===== src/rtl/tlb_pkg.sv =====
// Shared defaults, FSM state type and index-width helper for the TLB key CAM.
package tlb_pkg;

  localparam int KEY_WIDTH_DEF = 20;
  localparam int DEPTH_DEF     = 32;

  typedef enum logic {
    IDLE  = 1'b0,
    FLUSH = 1'b1
  } state_e;

  // Index width for n entries; never collapses below one bit.
  function automatic int idx_w(input int n);
    return (n > 1) ? $clog2(n) : 1;
  endfunction

endpackage


===== src/rtl/priority_encoder_n.sv =====
// Lowest-index priority encoder with any / multiple-hit flags.
module priority_encoder_n import tlb_pkg::*; #(
  parameter  int WIDTH = 32,
  localparam int IW    = idx_w(WIDTH)
) (
  input  logic [WIDTH-1:0] vec_i,
  output logic             any_o,
  output logic [IW-1:0]    idx_o,
  output logic             multi_o
);

  assign any_o   = |vec_i;
  // Clearing the lowest set bit leaves something only if two or more were set.
  assign multi_o = |(vec_i & (vec_i - WIDTH'(1)));

  // Scan from the top so the lowest set bit wins; zero when nothing is set.
  always_comb begin
    idx_o = '0;
    for (int i = WIDTH - 1; i >= 0; i--) begin
      if (vec_i[i]) idx_o = IW'(i);
    end
  end

endmodule


===== src/rtl/tlb_key_cam.sv =====
// TLB key store: registered read, write, one-cycle pipelined search,
// sequenced flush and a wired-entry-skipping replacement index.
module tlb_key_cam import tlb_pkg::*; #(
  parameter  int KEY_WIDTH     = KEY_WIDTH_DEF,
  parameter  int DEPTH         = DEPTH_DEF,
  parameter  int FIXED_ENTRIES = 4,
  localparam int INDEX_WIDTH   = idx_w(DEPTH)
) (
  input  logic                   clock,
  input  logic                   resetN,
  input  logic [INDEX_WIDTH-1:0] accessIndex,
  input  logic                   readEnable,
  output logic [KEY_WIDTH-1:0]   readValue,
  output logic                   readValid,
  input  logic                   writeEnable,
  input  logic [KEY_WIDTH-1:0]   writeValue,
  input  logic                   writeValid,
  input  logic                   searchRequest,
  input  logic [KEY_WIDTH-1:0]   searchKey,
  output logic                   searchDone,
  output logic                   found,
  output logic [INDEX_WIDTH-1:0] foundIndex,
  output logic                   multiMatch,
  input  logic                   flushRequest,
  output logic                   busy,
  output logic [INDEX_WIDTH-1:0] randomIndex
);

  logic [KEY_WIDTH-1:0]   key_q [DEPTH];
  logic [DEPTH-1:0]       valid_q;
  logic [DEPTH-1:0]       match_d, match_q;
  state_e                 state_q, state_d;
  logic [INDEX_WIDTH-1:0] flush_cnt_q, flush_cnt_d;
  logic [INDEX_WIDTH-1:0] rnd_q;
  logic [KEY_WIDTH-1:0]   rd_key_q;
  logic                   rd_vld_q;
  logic                   done_q;
  logic                   wr_en;

  assign busy  = (state_q == FLUSH);
  assign wr_en = writeEnable && !busy;

  // Per-entry compare; a flush in progress masks every hit.
  for (genvar g = 0; g < DEPTH; g++) begin : g_match
    assign match_d[g] = !busy && valid_q[g] && (key_q[g] == searchKey);
  end

  // Flush sequencer next state: walk the counter from 0 to DEPTH-1.
  always_comb begin
    state_d     = state_q;
    flush_cnt_d = flush_cnt_q;
    unique case (state_q)
      IDLE: begin
        if (flushRequest) begin
          state_d     = FLUSH;
          flush_cnt_d = '0;
        end
      end
      FLUSH: begin
        flush_cnt_d = flush_cnt_q + INDEX_WIDTH'(1);
        if (flush_cnt_q == INDEX_WIDTH'(DEPTH - 1)) state_d = IDLE;
      end
      default: state_d = IDLE;
    endcase
  end

  // Flush sequencer state register.
  always_ff @(posedge clock or negedge resetN) begin
    if (!resetN) begin
      state_q     <= IDLE;
      flush_cnt_q <= '0;
    end else begin
      state_q     <= state_d;
      flush_cnt_q <= flush_cnt_d;
    end
  end

  // Valid bits: writes only when idle, flush clears one entry per cycle.
  always_ff @(posedge clock or negedge resetN) begin
    if (!resetN) begin
      valid_q <= '0;
    end else begin
      if (wr_en) valid_q[accessIndex] <= writeValid;
      if (busy)  valid_q[flush_cnt_q] <= 1'b0;
    end
  end

  // Key storage is deliberately unreset; validity alone gates matching.
  always_ff @(posedge clock) begin
    if (wr_en) key_q[accessIndex] <= writeValue;
  end

  // Registered read port; sees pre-write contents on a same-edge write.
  always_ff @(posedge clock or negedge resetN) begin
    if (!resetN) begin
      rd_key_q <= '0;
      rd_vld_q <= 1'b0;
    end else if (readEnable) begin
      rd_key_q <= key_q[accessIndex];
      rd_vld_q <= valid_q[accessIndex];
    end
  end

  // Search stage: capture the match vector, pulse done one cycle later.
  always_ff @(posedge clock or negedge resetN) begin
    if (!resetN) begin
      match_q <= '0;
      done_q  <= 1'b0;
    end else begin
      done_q <= searchRequest;
      if (searchRequest) match_q <= match_d;
    end
  end

  // Free-running down counter skipping the wired entries.
  always_ff @(posedge clock or negedge resetN) begin
    if (!resetN) begin
      rnd_q <= INDEX_WIDTH'(DEPTH - 1);
    end else if (rnd_q == INDEX_WIDTH'(FIXED_ENTRIES)) begin
      rnd_q <= INDEX_WIDTH'(DEPTH - 1);
    end else begin
      rnd_q <= rnd_q - INDEX_WIDTH'(1);
    end
  end

  priority_encoder_n #(.WIDTH(DEPTH)) u_penc (
    .vec_i   (match_q),
    .any_o   (found),
    .idx_o   (foundIndex),
    .multi_o (multiMatch)
  );

  assign readValue   = rd_key_q;
  assign readValid   = rd_vld_q;
  assign searchDone  = done_q;
  assign randomIndex = rnd_q;

endmodule


===== config.mk =====
export PLATFORM = sky130hd
export DESIGN_NAME = tlb_key_cam
export DESIGN_NICKNAME = d
export VERILOG_FILES = /design/src/rtl/tlb_pkg.sv /design/src/rtl/priority_encoder_n.sv /design/src/rtl/tlb_key_cam.sv
export SDC_FILE = /design/constraint.sdc
export NUM_CORES = 1
export LEC_CHECK = 0
export BUFFER_PORTS_ARGS = -buffer_cell sky130_fd_sc_hd__clkbuf_2
export CORE_UTILIZATION = 40
export DETAILED_ROUTE_END_ITERATION = 16
export PLACE_DENSITY_LB_ADDON = 0.05
export SYNTH_ARGS = -nofsm -noshare
export SYNTH_HDL_FRONTEND = slang
export SYNTH_SLANG_ARGS = --single-unit

===== constraint.sdc =====
create_clock -name clock -period 6.81 [get_ports clock]
set_clock_uncertainty 0.05 [all_clocks]
set_input_delay 1.0215 -clock clock [delete_from_list [all_inputs] [get_ports clock]]
set_output_delay 1.0215 -clock clock [all_outputs]
set_load 0.02 [all_outputs]

==> results <==
- In this run the number of H-tree levels came out at 3.
- The number of failing setup endpoints in the final timing report is 0.
- In the final routed layout, each cell accounts on average for 38.32 µm.
- The kind of end point of the critical path is a primary output.
- The highest-delay cell along the critical path is nor4_1.
- The prevailing post-synth register cell is edfxtp_1.
- Headroom to the max-slew limit came out at 12.86%.
- Once detailed placement completed, the half-perimeter wirelength came to 99.05 mm.
- Once the floorplan was initialized, standard cells occupied 40.52% of the core.
- In this run the power density over the cells is 266.4 nW/µm².
- After detailed routing, the number of vias per cell comes to 6.236.
- The number of different library cells used by synthesis comes to 68.
- Sorting the synthesized cells by how often they occur yields edfxtp_1 (640), xor2_1 (610), mux4_2 (157).
- The final-report hold violation count is 0.
- The fraction of layout instances using a drive strength above 1 is 19.05%.
- The longest clock path from root to sink contains 3 buffers.
- The aggregate global-route resource usage is 31.09%.
- The hold buffer count at cts is 0.
- The signal on the critical path passes through nor4_1, nand3_1, o32ai_1, nand3_1, nor4_1, nand4_1, clkbuf_2.
- Setup repair after global routing left no endpoint under its margin.
- Pin placement for this block handled 87 I/O pins.
- Among all cell types in the netlist, the one instantiated most often is edfxtp_1.
- The data required time of the critical path is 5.74 ns.
- The count of instances resized after the clock tree is built is 0.
- The CTS tree is done.
- The via count of the first global-routing pass was 23250.
- The number of clock buffers added by TritonCTS is 85.
- The count of cells in the finished layout, fillers not included, comes to 3775.
- The analysis attributes to net switching a power of 2888 µW.
- The detailed route wirelength on metal3 is 11.79 mm.
- The first global-routing pass estimated 199.1 mm of wire.
- The cell taking the most area after synthesis is edfxtp_1.
- The area inside the core boundary is 90420 µm².
- A synthesized cell averages 14.92 µm².
- The height of the chip is 304.7 µm.
- The top layer reached by signal wires is met5.
- The sequential share of the synthesized area is 59.09%.
- Entering global routing, the biggest net connects 85 pins.
- The post-placement cell count is 3620.
- Of the available clock period, the critical path in the final layout requires 69.43%.
- The die is 304.7 µm wide.
- The clock network fraction of total power is 42.7%.
- The detailed router finished its first iteration with 3123 violations.
- In this run, the combinational gates consume 10.6% of the power.
- The synthesized instance count is 2456.
- The number of remaining DRC errors is 0.
- The synthesized design contains 640 enable-type register cells.
- The net count reported at finish is 2589.
- STA classifies the critical path startpoint as a register.
- At the end of routability-driven placement, the weighted congestion stood at 0.9781.
- Of the total power, the share spent switching nets is 26.34%.
- By area the synthesized netlist is led by edfxtp_1 (52%), xor2_1 (15%), mux4_2 (9.7%).
- For this run, the number of Yosys warnings is 0.
- The number of buffers added for setup after CTS is 0.
- The sum of met2 wire segment lengths after detailed routing is 65.68 mm.
- The design internal power is 8078 µW.
- The count of maximum capacitance violations is 0.
- The worst-case IR drop observed on VDD is 208.5 µV.
- The final wirelength is 144.7 mm.
- The count of inserted antenna diode cells is 0.
- In this design, the stage delay of the slowest critical-path cell is 0.74 ns.
- For this block, wires on met1 add up to 62.96 mm.
- After synthesis, the share of flip-flops with an asynchronous set or reset is 13.16%.
- The initial antenna violation count is 8.
- At the pin with the least slew margin, the transition time is 1.302 ns.
- The number of vias after detailed routing is 23540.
- After layout, the minimum clock period comes to 4.728 ns.
- Summed over its instances, the top area cell type makes up 52.45% of the synthesized netlist area.
- The buffer cell driving the clock tree root is clkbuf_16.
- The number of clock sinks is 737.
- The CTS clock-pin slew for the worst setup and hold paths is 0.06 ns.
- The first TritonRoute pass finished after 5 iterations.
- The die covers 92810 µm².
- Of all nets on the critical path, the largest fanout is 4.
- The site row count is 110.
- The setup path with the least slack is of type reg -> out.
- The number of input and output port buffers inserted is 86.
- The flow ran to the end, and the final reports show no timing, DRC or antenna violations.
- The min-delay analysis places its worst path in the category in -> async.
- At the worst endpoint, the arrival time is 3.66 ns.
- For the worst-skew pair, the clock arrives at the later sink with an insertion delay of 0.65 ns.
- The post-synthesis net count is 2514.
- The highest attainable clock frequency is 211.5 MHz.
- From synthesis to final layout, the design area changed by 12.36%.
- The max-slew violation count is 0.
- Once detail routing completed, the nets flagged for antenna violations numbered 0.
- The overall overflow remaining after global route is 0.
- In this run, flip-flops and latches consume 46.7% of the power.
- The synthesized cell area is 36640 µm².
- The synthesized flop and latch total is 737.
- The static power due to leakage is 0.01411 µW.
- The setup TNS after final layout is 0 ns.
## cell type report
class                           count  area, µm²
Inverter                           40      150.1
Timing Repair Buffer              154      987.2
Sequential cell                   737      21650
Multi-Input combinational cell   1513      14110
Clock inverter                     38      404.1
Fill cell                        8028      49260
Clock buffer                      117       2392
Tap cell                         1176       1471
## metrics by stage
stage               hold slack [ns]  utilization [%]  setup slack, ns  cell area, µm²  total power (µW)
floorplan                    0.4523                -            3.443           36640              5725
global route                 0.3355            45.53            2.035           41170             11220
CTS                          0.3323            45.53            2.107           41170             11000
finish                       0.3278            45.53            2.082           41170             10970
global placement             0.4127            42.44            2.388           38370              6343
detailed placement           0.4310            42.44            2.401           38370              6343
## kinds of logic after synthesis
group                      after synthesis  synth area share [%]
AOI/OAI and AO/OA                      225                 4.193
and+or+nand+nor                        396                 5.979
buffers and inverters                  206                 2.619
DFF                                    737                 59.09
xor gates and xnor gates               643                 15.37
muxes                                  241                 12.48
adders and majority gates                8                0.2595
## final timing paths
| kind | from | to | slack (ns) | cells past startpoint |
|---|---|---|---|---|
| setup / recovery | match_q[7] | multiMatch | 2.08 | 7 |
| min in group clock | randomIndex[0] | randomIndex[0] | 0.45 | 1 |
| setup reg to reg | busy | valid_q[26] | 3.46 | 6 |
| hold / removal | resetN | valid_q[20] | 0.33 | 1 |
| max in group asynchronous | resetN | match_q[15] | 5.01 | 2 |
| hold reg to reg | randomIndex[0] | randomIndex[0] | 0.45 | 1 |
## layer usage
layer,vias to the layer above,track usage (%)
met5,-,0
met4,2,8.421
met3,191,5.111
met2,1246,47.82
met1,12540,45.50
li1,9562,-
## state kept, by name, summed over array words and instances, names as in the netlist
register	cells
busy	1
flush_cnt_q	5
key_q	640
match_q	32
randomIndex	5
readValid	1
readValue	20
searchDone	1
valid_q	32
## worst max-delay path: cells and delay by family (launching register included)
family	cells	cell delay, ns
compound gates	1	0.36
buf+inv	1	0.25
flops	1	0.45
simple gates	5	1.95
## power groups by stage
stage / Clock (µW) / Combinational [µW] / Sequential, µW
after floorplan: 0 / 603 / 5120
after global placement: 0 / 1140 / 5200
after detailed placement: 0 / 1140 / 5200
after CTS: 4750 / 1140 / 5110
after global routing: 4900 / 1200 / 5120
final: 4690 / 1160 / 5120
## cell usage in the layout (no fill, tap or decap), types with 23 or more instances in the layout
cell type,n
xnor2_1,33
o21ai_0,23
xor2_1,610
clkbuf_16,89
clkbuf_2,83
mux4_2,157
o22ai_1,32
nor2_2,32
nor2_1,44
nand4_1,69
dfrtp_1,92
inv_1,40
edfxtp_1,640
a21oi_1,75
nor3_1,40
nor4_1,135
nand2_1,27
mux2i_1,58
buf_4,67
(Power assumes the default switching activity.)
